<file path="src/rtl/ctrl_pipe_hazard_if.sv">
// Bundle between the ID-stage decoder/IF logic and the control pipeline/hazard unit.
// The master drives the ID-stage instruction fields; the slave returns pipeline controls.
interface ctrl_pipe_hazard_if #(
  parameter int REG_AW = 5,
  parameter int CTRL_W = 9
);
  logic              id_valid;
  logic [CTRL_W-1:0] id_ctrl;
  logic [REG_AW-1:0] id_rs1;
  logic [REG_AW-1:0] id_rs2;
  logic [REG_AW-1:0] id_rd;
  logic              id_rs1_used;
  logic              id_rs2_used;
  logic              ex_br_taken;

  logic              pc_stall;
  logic              ifid_stall;
  logic              ifid_flush;
  logic [CTRL_W-1:0] ex_ctrl;
  logic [REG_AW-1:0] ex_rs1;
  logic [REG_AW-1:0] ex_rs2;
  logic [REG_AW-1:0] ex_rd;
  logic [CTRL_W-1:0] mem_ctrl;
  logic [REG_AW-1:0] mem_rd;
  logic              wb_RegWrite;
  logic              wb_MemtoReg;
  logic [REG_AW-1:0] wb_rd;
  logic [1:0]        fwd_a;
  logic [1:0]        fwd_b;

  modport master (
    output id_valid, id_ctrl, id_rs1, id_rs2, id_rd, id_rs1_used, id_rs2_used, ex_br_taken,
    input  pc_stall, ifid_stall, ifid_flush, ex_ctrl, ex_rs1, ex_rs2, ex_rd,
           mem_ctrl, mem_rd, wb_RegWrite, wb_MemtoReg, wb_rd, fwd_a, fwd_b
  );

  modport slave (
    input  id_valid, id_ctrl, id_rs1, id_rs2, id_rd, id_rs1_used, id_rs2_used, ex_br_taken,
    output pc_stall, ifid_stall, ifid_flush, ex_ctrl, ex_rs1, ex_rs2, ex_rd,
           mem_ctrl, mem_rd, wb_RegWrite, wb_MemtoReg, wb_rd, fwd_a, fwd_b
  );
endinterface

</file>
<file path="src/rtl/ctrl_pipe_hazard.sv">
// Control pipeline ID/EX -> EX/MEM -> MEM/WB with load-use/RAW stall, branch flush and forwarding.
// Define CTRL_PIPE_FWD_EN to enable EX operand forwarding (otherwise RAW hazards stall).
module ctrl_pipe_hazard #(
  parameter int REG_AW = 5,
  parameter int CTRL_W = 9
) (
  input  logic              clk,
  input  logic              reset,
  ctrl_pipe_hazard_if.slave pipe
);

  // Control word layout {ALUSrc,MemtoReg,RegWrite,MemRead,MemWrite,ALUOp[1:0],Branch,jals}
  localparam int B_MEMTOREG = CTRL_W - 2;
  localparam int B_REGWRITE = CTRL_W - 3;
  localparam int B_MEMREAD  = CTRL_W - 4;

  logic [CTRL_W-1:0] ex_ctrl_q, ex_ctrl_d;
  logic [REG_AW-1:0] ex_rs1_q, ex_rs1_d;
  logic [REG_AW-1:0] ex_rs2_q, ex_rs2_d;
  logic [REG_AW-1:0] ex_rd_q, ex_rd_d;
  logic [CTRL_W-1:0] mem_ctrl_q;
  logic [REG_AW-1:0] mem_rd_q;
  logic              wb_regwrite_q;
  logic              wb_memtoreg_q;
  logic [REG_AW-1:0] wb_rd_q;

  logic              id_hit_ex;
  logic              hazard;
  logic              bubble;
  logic              br_taken;

  // A producer only matters when it writes a non-zero register that the consumer actually reads.
  function automatic logic reg_match(input logic              used,
                                     input logic [REG_AW-1:0] rs,
                                     input logic [REG_AW-1:0] rd,
                                     input logic              wr);
    return used && (rs != '0) && (rs == rd) && wr;
  endfunction

  function automatic logic id_reads(input logic [REG_AW-1:0] rd, input logic wr);
    return pipe.id_valid &&
           (reg_match(pipe.id_rs1_used, pipe.id_rs1, rd, wr) ||
            reg_match(pipe.id_rs2_used, pipe.id_rs2, rd, wr));
  endfunction

  assign br_taken  = pipe.ex_br_taken;
  assign id_hit_ex = id_reads(ex_rd_q, ex_ctrl_q[B_REGWRITE]);

`ifdef CTRL_PIPE_FWD_EN
  logic              ex_rs1_used_q, ex_rs1_used_d;
  logic              ex_rs2_used_q, ex_rs2_used_d;
  logic              load_use;

  assign load_use = id_hit_ex && ex_ctrl_q[B_MEMREAD];
  assign hazard   = load_use;

  // EX/MEM is the newer producer, so it takes precedence over MEM/WB.
  function automatic logic [1:0] fwd_sel(input logic used, input logic [REG_AW-1:0] rs);
    if (reg_match(used, rs, mem_rd_q, mem_ctrl_q[B_REGWRITE])) begin
      return 2'b10;
    end else if (reg_match(used, rs, wb_rd_q, wb_regwrite_q)) begin
      return 2'b01;
    end
    return 2'b00;
  endfunction

  assign pipe.fwd_a = fwd_sel(ex_rs1_used_q, ex_rs1_q);
  assign pipe.fwd_b = fwd_sel(ex_rs2_used_q, ex_rs2_q);
`else
  logic              id_hit_mem;

  // Without forwarding the consumer waits until the producer reaches WB, where the regfile bypasses.
  assign id_hit_mem = id_reads(mem_rd_q, mem_ctrl_q[B_REGWRITE]);
  assign hazard     = id_hit_ex || id_hit_mem;

  assign pipe.fwd_a = 2'b00;
  assign pipe.fwd_b = 2'b00;
`endif

  // A taken branch kills the ID instruction, so it overrides any stall request.
  assign pipe.pc_stall   = hazard && !br_taken;
  assign pipe.ifid_stall = hazard && !br_taken;
  assign pipe.ifid_flush = br_taken;
  assign bubble          = !pipe.id_valid || hazard || br_taken;

  // ID -> ID/EX
  always_comb begin
    ex_ctrl_d = pipe.id_ctrl;
    ex_rs1_d  = pipe.id_rs1;
    ex_rs2_d  = pipe.id_rs2;
    ex_rd_d   = pipe.id_rd;
`ifdef CTRL_PIPE_FWD_EN
    ex_rs1_used_d = pipe.id_rs1_used;
    ex_rs2_used_d = pipe.id_rs2_used;
`endif
    if (bubble) begin
      ex_ctrl_d = '0;
      ex_rs1_d  = '0;
      ex_rs2_d  = '0;
      ex_rd_d   = '0;
`ifdef CTRL_PIPE_FWD_EN
      ex_rs1_used_d = 1'b0;
      ex_rs2_used_d = 1'b0;
`endif
    end
  end

  always_ff @(posedge clk) begin
    if (reset) begin
      ex_ctrl_q     <= '0;
      ex_rs1_q      <= '0;
      ex_rs2_q      <= '0;
      ex_rd_q       <= '0;
      mem_ctrl_q    <= '0;
      mem_rd_q      <= '0;
      wb_regwrite_q <= 1'b0;
      wb_memtoreg_q <= 1'b0;
      wb_rd_q       <= '0;
`ifdef CTRL_PIPE_FWD_EN
      ex_rs1_used_q <= 1'b0;
      ex_rs2_used_q <= 1'b0;
`endif
    end else begin
      ex_ctrl_q     <= ex_ctrl_d;
      ex_rs1_q      <= ex_rs1_d;
      ex_rs2_q      <= ex_rs2_d;
      ex_rd_q       <= ex_rd_d;
      // ID/EX -> EX/MEM
      mem_ctrl_q    <= ex_ctrl_q;
      mem_rd_q      <= ex_rd_q;
      // EX/MEM -> MEM/WB
      wb_regwrite_q <= mem_ctrl_q[B_REGWRITE];
      wb_memtoreg_q <= mem_ctrl_q[B_MEMTOREG];
      wb_rd_q       <= mem_rd_q;
`ifdef CTRL_PIPE_FWD_EN
      ex_rs1_used_q <= ex_rs1_used_d;
      ex_rs2_used_q <= ex_rs2_used_d;
`endif
    end
  end

  assign pipe.ex_ctrl     = ex_ctrl_q;
  assign pipe.ex_rs1      = ex_rs1_q;
  assign pipe.ex_rs2      = ex_rs2_q;
  assign pipe.ex_rd       = ex_rd_q;
  assign pipe.mem_ctrl    = mem_ctrl_q;
  assign pipe.mem_rd      = mem_rd_q;
  assign pipe.wb_RegWrite = wb_regwrite_q;
  assign pipe.wb_MemtoReg = wb_memtoreg_q;
  assign pipe.wb_rd       = wb_rd_q;

endmodule

</file>
<file path="src/flat_wrapper.sv">
// flat-port wrapper written by rule: the top's interface ports become plain ports
module ctrl_pipe_hazard_flat 
#(
  parameter int REG_AW = 5,
  parameter int CTRL_W = 9
)
  (clk, reset, pipe_id_valid, pipe_id_ctrl, pipe_id_rs1, pipe_id_rs2, pipe_id_rd, pipe_id_rs1_used, pipe_id_rs2_used, pipe_ex_br_taken, pipe_pc_stall, pipe_ifid_stall, pipe_ifid_flush, pipe_ex_ctrl, pipe_ex_rs1, pipe_ex_rs2, pipe_ex_rd, pipe_mem_ctrl, pipe_mem_rd, pipe_wb_RegWrite, pipe_wb_MemtoReg, pipe_wb_rd, pipe_fwd_a, pipe_fwd_b);
  ctrl_pipe_hazard_if #(.REG_AW(REG_AW), .CTRL_W(CTRL_W)) pipe_i ();
  input  logic clk;
  input  logic reset;
  input wire logic [$bits(pipe_i.id_valid)-1:0] pipe_id_valid;
  input wire logic [$bits(pipe_i.id_ctrl)-1:0] pipe_id_ctrl;
  input wire logic [$bits(pipe_i.id_rs1)-1:0] pipe_id_rs1;
  input wire logic [$bits(pipe_i.id_rs2)-1:0] pipe_id_rs2;
  input wire logic [$bits(pipe_i.id_rd)-1:0] pipe_id_rd;
  input wire logic [$bits(pipe_i.id_rs1_used)-1:0] pipe_id_rs1_used;
  input wire logic [$bits(pipe_i.id_rs2_used)-1:0] pipe_id_rs2_used;
  input wire logic [$bits(pipe_i.ex_br_taken)-1:0] pipe_ex_br_taken;
  output wire logic [$bits(pipe_i.pc_stall)-1:0] pipe_pc_stall;
  output wire logic [$bits(pipe_i.ifid_stall)-1:0] pipe_ifid_stall;
  output wire logic [$bits(pipe_i.ifid_flush)-1:0] pipe_ifid_flush;
  output wire logic [$bits(pipe_i.ex_ctrl)-1:0] pipe_ex_ctrl;
  output wire logic [$bits(pipe_i.ex_rs1)-1:0] pipe_ex_rs1;
  output wire logic [$bits(pipe_i.ex_rs2)-1:0] pipe_ex_rs2;
  output wire logic [$bits(pipe_i.ex_rd)-1:0] pipe_ex_rd;
  output wire logic [$bits(pipe_i.mem_ctrl)-1:0] pipe_mem_ctrl;
  output wire logic [$bits(pipe_i.mem_rd)-1:0] pipe_mem_rd;
  output wire logic [$bits(pipe_i.wb_RegWrite)-1:0] pipe_wb_RegWrite;
  output wire logic [$bits(pipe_i.wb_MemtoReg)-1:0] pipe_wb_MemtoReg;
  output wire logic [$bits(pipe_i.wb_rd)-1:0] pipe_wb_rd;
  output wire logic [$bits(pipe_i.fwd_a)-1:0] pipe_fwd_a;
  output wire logic [$bits(pipe_i.fwd_b)-1:0] pipe_fwd_b;
  assign pipe_i.id_valid = pipe_id_valid;
  assign pipe_i.id_ctrl = pipe_id_ctrl;
  assign pipe_i.id_rs1 = pipe_id_rs1;
  assign pipe_i.id_rs2 = pipe_id_rs2;
  assign pipe_i.id_rd = pipe_id_rd;
  assign pipe_i.id_rs1_used = pipe_id_rs1_used;
  assign pipe_i.id_rs2_used = pipe_id_rs2_used;
  assign pipe_i.ex_br_taken = pipe_ex_br_taken;
  assign pipe_pc_stall = pipe_i.pc_stall;
  assign pipe_ifid_stall = pipe_i.ifid_stall;
  assign pipe_ifid_flush = pipe_i.ifid_flush;
  assign pipe_ex_ctrl = pipe_i.ex_ctrl;
  assign pipe_ex_rs1 = pipe_i.ex_rs1;
  assign pipe_ex_rs2 = pipe_i.ex_rs2;
  assign pipe_ex_rd = pipe_i.ex_rd;
  assign pipe_mem_ctrl = pipe_i.mem_ctrl;
  assign pipe_mem_rd = pipe_i.mem_rd;
  assign pipe_wb_RegWrite = pipe_i.wb_RegWrite;
  assign pipe_wb_MemtoReg = pipe_i.wb_MemtoReg;
  assign pipe_wb_rd = pipe_i.wb_rd;
  assign pipe_fwd_a = pipe_i.fwd_a;
  assign pipe_fwd_b = pipe_i.fwd_b;
  ctrl_pipe_hazard #(.REG_AW(REG_AW), .CTRL_W(CTRL_W)) u_core (.clk(clk), .reset(reset), .pipe(pipe_i));
endmodule
</file>
<file path="config.mk">
export PLATFORM = sky130hd
export DESIGN_NAME = ctrl_pipe_hazard_flat
export DESIGN_NICKNAME = d
export VERILOG_FILES = /design/src/rtl/ctrl_pipe_hazard_if.sv /design/src/rtl/ctrl_pipe_hazard.sv /design/src/flat_wrapper.sv
export SDC_FILE = /design/constraint.sdc
export NUM_CORES = 1
export LEC_CHECK = 0
export CORE_AREA = 2 2 72 60
export CTS_CLUSTER_DIAMETER = 120
export DETAILED_ROUTE_END_ITERATION = 7
export DIE_AREA = 0 0 74 62
export DONT_BUFFER_PORTS = 1
export SLEW_MARGIN = 20
export SYNTH_ARGS = -nofsm -noshare
export SYNTH_HDL_FRONTEND = slang
export SYNTH_SLANG_ARGS = --single-unit
export TNS_END_PERCENT = 30
</file>
<file path="constraint.sdc">
create_clock -name clk -period 3.4 [get_ports clk]
set_clock_uncertainty 0.05 [all_clocks]
set_input_delay 0.68 -clock clk [delete_from_list [all_inputs] [get_ports clk]]
set_output_delay 0.68 -clock clk [all_outputs]
set_load 0.1 [all_outputs]
</file>
* Word-level counts from Yosys, hierarchy flattened
Cells that the tools add are included.
Storage, ports and cells: bits in registers 45, bits of input ports 30, output and inout port bits 52
Operators by class: eq/ne operators 4, reductions and logical operators 23
Operators with widths (number):
- == test 5 bit | 4
- logical AND 1 bit | 13
- nonzero test 5 bit | 2
- logical OR 1 bit | 5
- zero test 1 bit | 2
- OR reduction 2 bit | 1

* Longest topological paths before layout
Gate-level depths: netlist of run 1.
word-level depth 10, mapped depth 6

* Worst setup path after synthesis of run 1
OpenSTA, ideal clock, no wires.
path type reg-to-output, start point register u_core.ex_rd_q[0], in the netlist u_core.pipe.ex_rd[0], end point output pipe_pc_stall, arrival time 3762 ps, data required time 2670 ps, path slack -1092 ps, cell stages (with the launch flop) 7, buffers on the path 1, path through dfxtp_1 xnor2_1 nand4_1 nor3_1 a21oi_1 a21oi_1 buf_4
On the way: longest elaborated chain between the ends 7
Ends and longest elaborated chain:
- start, declared | line ctrl_pipe_hazard.sv:20 | logic [REG_AW-1:0] ex_rd_q, ex_rd_d;
- start signal, assigned | line ctrl_pipe_hazard.sv:127 | ex_rd_q <= ex_rd_d;
- == test 5 bit | line ctrl_pipe_hazard.sv:37 | return used && (rs != '0) && (rs == rd) && wr;
- logical AND 1 bit (2 in a row) | line ctrl_pipe_hazard.sv:37
- logical OR 1 bit (*) | line ctrl_pipe_hazard.sv:42 | (reg_match(pipe.id_rs1_used, pipe.id_rs1, rd, wr) ||
- logical AND 1 bit (*) | line ctrl_pipe_hazard.sv:41 | return pipe.id_valid &&
- logical OR 1 bit (*) | line ctrl_pipe_hazard.sv:74 | assign hazard = id_hit_ex || id_hit_mem;
- logical AND 1 bit (*)
- end, declared | line flat_wrapper.sv:19 | output wire logic [$bits(pipe_i.pc_stall)-1:0] pipe_pc_stall;
Every way passes the cells marked *; elsewhere a longest branch is shown, timed or not.

* Worst setup path after layout of run 1
start point register u_core.mem_rd_q[3], in the netlist u_core.pipe.mem_rd[3], end point output pipe_pc_stall
On the way: longest elaborated chain between the ends 7
Ends and longest elaborated chain:
- start, declared | line ctrl_pipe_hazard.sv:22 | logic [REG_AW-1:0] mem_rd_q;
- start signal, assigned | line ctrl_pipe_hazard.sv:130 | mem_rd_q <= ex_rd_q;
- == test 5 bit | line ctrl_pipe_hazard.sv:37
- logical AND 1 bit (2 in a row) | line ctrl_pipe_hazard.sv:37
- logical OR 1 bit (*) | line ctrl_pipe_hazard.sv:42
- logical AND 1 bit (*) | line ctrl_pipe_hazard.sv:41
- logical OR 1 bit (*) | line ctrl_pipe_hazard.sv:74
- logical AND 1 bit (*)
Marks and branches as above.

==> out/results.txt, run 1 <==
vias per cell: 4.45
RSZ-0062 raised after global routing: no
Chip Width: 74 um
grt ovf: 0
core area: 3970 um2
DIE AREA: 4590 um2
fin crit share: 82.3%
Row Count: 21
number of synthesized flops with an enable pin: 0
synth unique cells: 21
critical path class: reg2out
CTS resizes: 0
Post-CTS Setup Bufs: 0
share of cells above drive strength 1: 21.8%
count leader, synth: dfxtp_1
routability cong.: 0.895
worst min-delay path class: in2reg
Via Count: 947
CP arrival: 2.07 ns
area grow syn2layout: 16.6%
max-cap viol count: 0
Layout Utilization: 46.2%
Tot GR Track Use: 13.9%
final setup violating endpoints: 0
synth cell count leaders: 45 x dfxtp_1, 24 x and2_1, 21 x nor2b_1, 20 x xnor2_1, 6 x buf_4
Longest Clk Path Bufs: 2
TritonCTS clock tree: yes
Total Negative Setup Slacks: 0 ns
top cell type's share of synthesized area: 57.3%
Design Power: 0.00109 W
Largest stage delay, worst path: 0.39 ns
DRC Markers: 0
clock-pin slew on the worst setup and hold paths: 0.08 ns
DR WL/cell: 14.6 um
Initial DRT Pass Iterations: 4
Syn Area/Cell: 11.1 um2
remaining antenna violation count: 0
pwr/cell area: 596 nW/um2
chip height: 62 um
Final Critical Period: 2.80 ns
largest net degree at the start of global routing: 25
Initial Utilization: 39.6%
clk root buf: clkbuf_8
Final Hold Viols: 0
async set-or-reset flop fraction in the synthesized netlist: 0%
crit path max fanout: 3
outcome: finished clean
Ys Warns: 0
H-tree Lvls: 2
vias in the first global route: 899
first-pass GRT wire length: 4.50 mm
Slew HR: 35.6%
Clock Sinks: 45
Syn Inst Count: 142
CP Launch Type: flop
Critical Path RT: 2.67 ns
achievable frequency: 358 MHz
Critical Path Sink Type: output port
VDD IR max: 216 uV
nets: 185
crit-path cells: buf_4 > xnor2_1 > nand4_1 > or3_1 > a21oi_4 > buf_12
HPWL Detailed: 2.39 mm
Port Buf Inserts: 0
CTS Hold Bufs: 0
number of placed I/O pins: 82
Yosys reg bits: 45
pins over their slew limit: 0
leakage: 0.682 nW
ranking of synthesized cells by area: dfxtp_1 57%, xnor2_1 11%, and2_1 9.5%, nor2b_1 8.4%, buf_4 2.9%
clock latency on the worst-skew pair: 0.29 ns
most common flop cell mapped by yosys: dfxtp_1
post-synth top area cell: dfxtp_1
CTS Buf Count: 5
post-synthesis cell area: 1570 um2
DRT Wirelength: 3.10 mm
Slew @ Worst Pin: 0.964 ns
register area share after synthesis: 57.3%
Antenna Cells: 0
initial drt markers: 18
slowest stage cell on the critical path: or3_1
antenna violations before repair: 0
[routing by layer]
metal  routed length (um)  GRT usage (%)  part of all wire [%]
met2                 1410           19.8                    45
met5                    0              0                     0
met4                   61           8.31                   2.0
met3                  286           6.45                   9.2
met1                 1350           17.2                    43
[path summary, 6_finish.rpt]
path,startpoint,end,slack [ns],cells after the start
worst max-delay path,u_core.pipe.mem_rd[3],pipe_pc_stall,0.60,6
worst min-delay path,reset,u_core.pipe.mem_rd[0],0.39,1
worst max register to register,u_core.pipe.mem_rd[3],u_core.pipe.ex_rs2[0],1.43,6
worst min register to register,u_core.pipe.mem_rd[3],u_core.pipe.wb_rd[3],0.44,1
[registers in the layout (all words and copies together) (netlist names)]
register                 count
u_core.pipe.ex_ctrl          9
u_core.pipe.ex_rd            5
u_core.pipe.ex_rs1           5
u_core.pipe.ex_rs2           5
u_core.pipe.mem_ctrl         9
u_core.pipe.mem_rd           5
u_core.pipe.wb_MemtoReg      1
u_core.pipe.wb_RegWrite      1
u_core.pipe.wb_rd            5
[stage by stage]
step           instances  setup slack, ns  hold slack, ns  area [um2]
6_report             213            0.603           0.391        1830
5_1_grt              213            0.475           0.370        1830
4_1_cts              213            0.584           0.379        1830
3_5_place_dp         205            0.644           0.427        1710
3_3_place_gp         205            0.629           0.427        1710
2_1_floorplan        145            0.126           0.688        1610
[cell type report]
| type | count | area (um2) |
|---|---|---|
| Clock inverter | 2 | 37.5 |
| Timing Repair Buffer | 13 | 110 |
| Sequential cell | 45 | 913 |
| Clock buffer | 6 | 82.6 |
| Multi-Input combinational cell | 90 | 619 |
| Fill cell | 376 | 2130 |
| Tap cell | 57 | 71.3 |
[worst max-delay path: cells and delay by family (launching register included)]
family,cells,cell delay (ns)
AND/OR/NAND/NOR,2,0.52
XOR/XNOR,1,0.17
flip-flops,1,0.34
AO/OA/AOI/OAI,1,0.18
buffers and inverters,2,0.57
[power by group]
group / internal [W] / switching [W] / total, W / leakage (nW)
clock: 0.000239 / 0.000170 / 0.000409 / 0.0574
combinational: 0.0000239 / 0.0000566 / 0.0000805 / 0.254
sequential: 0.000538 / 0.0000661 / 0.000604 / 0.370
total: 0.000801 / 0.000293 / 0.00109 / 0.682
[cells by family (layout without fill, tap and decap cells)]
kind of cell	after synthesis	after routing	share of synthesized area, %
simple gates	59	59	22.8
flops	45	45	57.3
xor+xnor	20	20	11.1
buf+inv	10	21	4.77
compound gates	7	7	3.82
other cells	1	4	0.238
[placed cells by master, fill, tap and decap left out, drive strengths merged]
| cell | count |
|---|---|
| o31ai | 1 |
| nand2b | 1 |
| xnor2 | 20 |
| nor2b | 21 |
| nand4 | 4 |
| o21ai | 1 |
| nor3 | 1 |
| buf | 13 |
| or4 | 2 |
| clkinvlp | 1 |
| nor2 | 1 |
| conb | 4 |
| a21oi | 2 |
| clkbuf | 6 |
| nand2 | 4 |
| a211oi | 1 |
| or3 | 1 |
| o22ai | 1 |
| bufinv | 1 |
| o21a | 1 |
| dfxtp | 45 |
| and2 | 24 |
(Power assumes the default switching activity.)
==> inputs of run 2 (changes only) <==
clock period = 2.7 ns   (was 3.4 ns; I/O delays follow)
==> run 2 against run 1 <==
  * Clock-buffer cell count is the same
  * Sequential share of layout area shrank 1.7 points
  * Sequential cell count is the same
  * Highest routed layer unchanged
  * Power grew 20%
  * Cell area grew 6.7%
  * Clock power grew 9.3%
  * Largest cell class unchanged
  * Cell count grew 6.6%
  * Register-to-register slack lost 0.44 ns
  * Worst hold slack lost 0.13 ns
  * Die area is the same
==> out/results.txt, run 2 (synthesized netlist as in run 1, its figures left out) <==
Port Buf Inserts: 0
DRT Wirelength: 3.21 mm
DR WL/cell: 14.2 um
commonest non-fill, non-tap cell in the layout: dfxtp_1
H-tree Lvls: 2
crit path max fanout: 4
most frequent cells in the layout: 33 x dfxtp_1, 26 x buf_4, 24 x and2_1
Chip Width: 74 um
area of the multi-input gates: 624 um2
Slew @ Worst Pin: 0.958 ns
TritonCTS clock tree: yes
area grow syn2layout: 24.4%
clock-pin slew on the worst setup and hold paths: 0.08 ns
DRC Markers: 0
vias in the first global route: 1009
Longest Clk Path Bufs: 2
Largest delay share family, worst path: simple AND/OR/NAND/NOR gates
CTS Buf Count: 5
leakage: 0.754 nW
Largest stage delay, worst path: 0.55 ns
Seq pwr share: 54.8%
Critical Path RT: 2.11 ns
share of cells above drive strength 1: 29.4%
vias per cell: 4.48
Net Sw Frac: 28.1%
CTS Hold Bufs: 0
DIE AREA: 4590 um2
worst min-delay path class: in2reg
initial drt markers: 22
pwr/cell area: 669 nW/um2
pins over their slew limit: 0
antenna violations before repair: 0
Total Negative Setup Slacks: 0 ns
register area: 941 um2
max-cap viol count: 0
largest net degree at the start of global routing: 23
chip height: 62 um
grt ovf: 0
fillers: 369
final setup violating endpoints: 0
fin crit share: 92.1%
nets: 199
Final Critical Period: 2.49 ns
CP Launch Type: input port
Comb pwr share: 11.1%
RSZ-0062 raised after global routing: no
Row Count: 21
core area: 3970 um2
crit-path cells: or4_1 > o21ai_2 > nor3_2 > a21oi_1 > a21oi_4 > buf_12
Int Pwr: 0.000941 W
Critical Path Sink Type: output port
clk root buf: clkbuf_8
clock network power share: 34.1%
Clock Sinks: 45
critical path class: in2out
Initial DRT Pass Iterations: 6
Buf+Inv Stages, Crit Path: 1
Via Count: 1017
Switching Power: 0.000369 W
achievable frequency: 402 MHz
number of placed I/O pins: 82
CP arrival: 1.90 ns
Layout Utilization: 49.3%
first-pass GRT wire length: 4.66 mm
routability cong.: 0.886
Slew HR: 36.0%
slowest stage cell on the critical path: or4_1
HPWL Detailed: 2.53 mm
Tot GR Track Use: 14.3%
Antenna Cells: 0
outcome: finished clean
Final Hold Viols: 0
Initial Utilization: 39.6%
remaining antenna violation count: 0
Post-CTS Setup Bufs: 0
clock latency on the worst-skew pair: 0.29 ns
VDD IR max: 270 uV
CTS resizes: 0
## run 2: changes by cell type in the layout (fill, tap and decap cells not counted)
| cell | before | now |
|---|---|---|
| dfxtp_1 | 35 | 33 |
| dfxtp_4 | 0 | 10 |
| clkbuf_16 | 0 | 1 |
| nor3_2 | 0 | 1 |
| buf_4 | 12 | 26 |
| nor3_1 | 1 | 0 |
| bufinv_16 | 1 | 0 |
| dfxtp_2 | 10 | 2 |
| clkbuf_8 | 6 | 5 |
| clkinv_1 | 0 | 1 |
## run 2: final timing paths
| path | startpoint | end | slack [ns] | depth (start not counted) |
|---|---|---|---|---|
| setup / recovery | pipe_id_rs2[0] | pipe_pc_stall | 0.21 | 6 |
| hold / removal | reset | u_core.pipe.mem_rd[1] | 0.26 | 1 |
| setup reg to reg | u_core.pipe.ex_rd[4] | u_core.pipe.ex_rd[0] | 0.99 | 6 |
| hold reg to reg | u_core.pipe.ex_ctrl[7] | u_core.pipe.mem_ctrl[7] | 0.41 | 1 |
## run 2: layout make-up
class                   count  area share [%]
clock inverters             2           0.575
repair buffers             27            11.0
flip-flops and latches     45            48.1
multi-input cells          90            31.9
clock buffers               6            4.80
well taps                  57            3.64
## run 2: power groups by stage
| stage | combinational (W) | clock [W] | sequential, W |
|---|---|---|---|
| 2_1_floorplan | 0.0000785 | 0 | 0.000795 |
| 3_3_place_gp | 0.000145 | 0 | 0.000733 |
| 3_5_place_dp | 0.000147 | 0 | 0.000733 |
| 4_1_cts | 0.000147 | 0.000465 | 0.000718 |
| 5_1_grt | 0.000153 | 0.000500 | 0.000719 |
| 6_report | 0.000146 | 0.000447 | 0.000717 |
## run 2: layer usage
metal | GRT usage, % | wire length (um) | vias up
met5 | 0 | 0 | -
met4 | 8.31 | 83 | 0
met3 | 6.29 | 369 | 9
met2 | 23.0 | 1550 | 57
met1 | 16.1 | 1210 | 459
li1 | - | - | 492
## run 2: metrics by stage
| step | cell area [um2] | hold slack, ns | power, W | cells | setup slack, ns |
|---|---|---|---|---|---|
| floorplan | 1650 | 0.562 | 0.000874 | 145 | 0.00226 |
| global placement | 1850 | 0.402 | 0.000878 | 219 | 0.242 |
| detailed placement | 1850 | 0.401 | 0.000880 | 219 | 0.220 |
| CTS | 1960 | 0.243 | 0.00133 | 227 | 0.214 |
| global route | 1960 | 0.230 | 0.00137 | 227 | 0.113 |
| finish | 1960 | 0.258 | 0.00131 | 227 | 0.212 |
==> inputs of run 3 (changes only) <==
CTS_CLUSTER_DIAMETER = 200   (was 120)
CTS_CLUSTER_SIZE = 16   (was default)
clock period = 2.8 ns   (was 2.7 ns; I/O delays follow)
==> run 3 against run 2 <==
  * Power rose by 1.2%
  * Sequential cell count did not move
  * Sequential share of layout area rose by 2.1 points
  * Utilization fell by 2.1 points
  * Critical endpoint unchanged
  * Critical path type unchanged
  * Critical path depth did not move
  * Cell count fell by 5.7%
==> out/results.txt, run 3 (synthesized netlist as in run 1, its figures left out) <==
VDD IR max: 282 uV
Via Count: 938
leakage: 0.691 nW
area grow syn2layout: 19.2%
Design Power: 0.00133 W
Final Critical Period: 2.61 ns
Final Hold Viols: 0
DRT Wirelength: 3.25 mm
CP arrival: 2.00 ns
final instance area: 1870 um2
max-cap viol count: 0
Initial Utilization: 39.6%
vias per cell: 4.38
CTS Buf Count: 5
HPWL Detailed: 2.52 mm
core area: 3970 um2
clk root buf: clkbuf_8
Port Buf Inserts: 0
clock latency on the worst-skew pair: 0.30 ns
outcome: finished clean
share of cells above drive strength 1: 24.2%
TritonCTS clock tree: yes
placed insts: 206
Total Negative Setup Slacks: 0 ns
CP Launch Type: input port
DIE AREA: 4590 um2
Longest Clk Path Bufs: 2
Post-CTS Setup Bufs: 0
pwr/cell area: 707 nW/um2
Slew @ Worst Pin: 0.960 ns
WHS: 0.267 ns
fin cells: 214
Antenna Cells: 0
Slew HR: 35.9%
antenna violations before repair: 0
largest net degree at the start of global routing: 23
Initial DRT Pass Iterations: 4
Critical Path RT: 2.19 ns
commonest non-fill, non-tap cell in the layout: dfxtp_1
first-pass GRT wire length: 4.86 mm
Tot GR Track Use: 15.0%
routability cong.: 0.906
Clock Sinks: 45
initial drt markers: 27
critical path class: in2out
pins over their slew limit: 0
CTS resizes: 0
Chip Width: 74 um
DP Area: 1750 um2
CTS Hold Bufs: 0
most frequent cells in the layout: 33 x dfxtp_1, 24 x and2_1, 21 x nor2b_1
number of placed I/O pins: 82
final setup violating endpoints: 0
vias in the first global route: 964
DR WL/cell: 15.2 um
crit path max fanout: 4
chip height: 62 um
grt ovf: 0
nets: 186
remaining antenna violation count: 0
worst min-delay path class: in2reg
achievable frequency: 383 MHz
DRC Markers: 0
fin crit share: 93.2%
RSZ-0062 raised after global routing: no
H-tree Lvls: 2
Critical Path Sink Type: output port
Row Count: 21
clock-pin slew on the worst setup and hold paths: 0.08 ns
run 3: cell types whose count changed in the layout (fill, tap and decap cells not counted):
cell / previous run / this run
bufinv_16: 0 / 1
clkinv_1: 1 / 0
clkbuf_16: 1 / 0
clkbuf_8: 5 / 6
buf_4: 26 / 13
run 3: per-layer routing:
metal,up-vias,track usage (%),routed length (um)
met5,-,0,0
li1,466,-,-
met2,50,22.8,1600
met1,420,18.3,1360
met3,2,7.90,272
met4,0,4.94,16
run 3: final timing paths:
kind	start	end	slack, ns	depth (start not counted)
min reg2reg	u_core.pipe.ex_rd[1]	u_core.pipe.mem_rd[1]	0.47	1
min	reset	u_core.pipe.mem_rd[1]	0.27	1
max	pipe_id_rs2[0]	pipe_pc_stall	0.19	6
max reg2reg	u_core.pipe.mem_rd[2]	u_core.pipe.ex_rs2[4]	1.07	6
run 3: metrics by stage:
step / utilization, % / setup WS, ns
final: 47.2 / 0.192
after global routing: 47.2 / 0.144
after CTS: 47.2 / 0.193
after detailed placement: 44.2 / 0.203
after global placement: 44.2 / 0.304
after floorplan: - / 0.0455
run 3: power breakdown:
part / leakage (nW) / internal, W / switching (W)
combinational: 0.260 / 0.0000298 / 0.0000692
clock: 0.0574 / 0.000290 / 0.000210
sequential: 0.374 / 0.000646 / 0.0000805
total: 0.691 / 0.000965 / 0.000360
run 3: critical path, stage by stage:
cell and delay, ns:
or4_1 0.55, o21ai_2 0.24, nor3_2 0.11, a21oi_1 0.23, a21oi_4 0.09, buf_12 0.21
run 3: layout make-up:
type | count | area (um2)
clock inverter | 2 | 37.5
sequential | 45 | 941
timing repair buffer | 14 | 118
multi-input combinational | 90 | 624
fill | 357 | 2090
clock buffer | 6 | 82.6
tap | 57 | 71.3
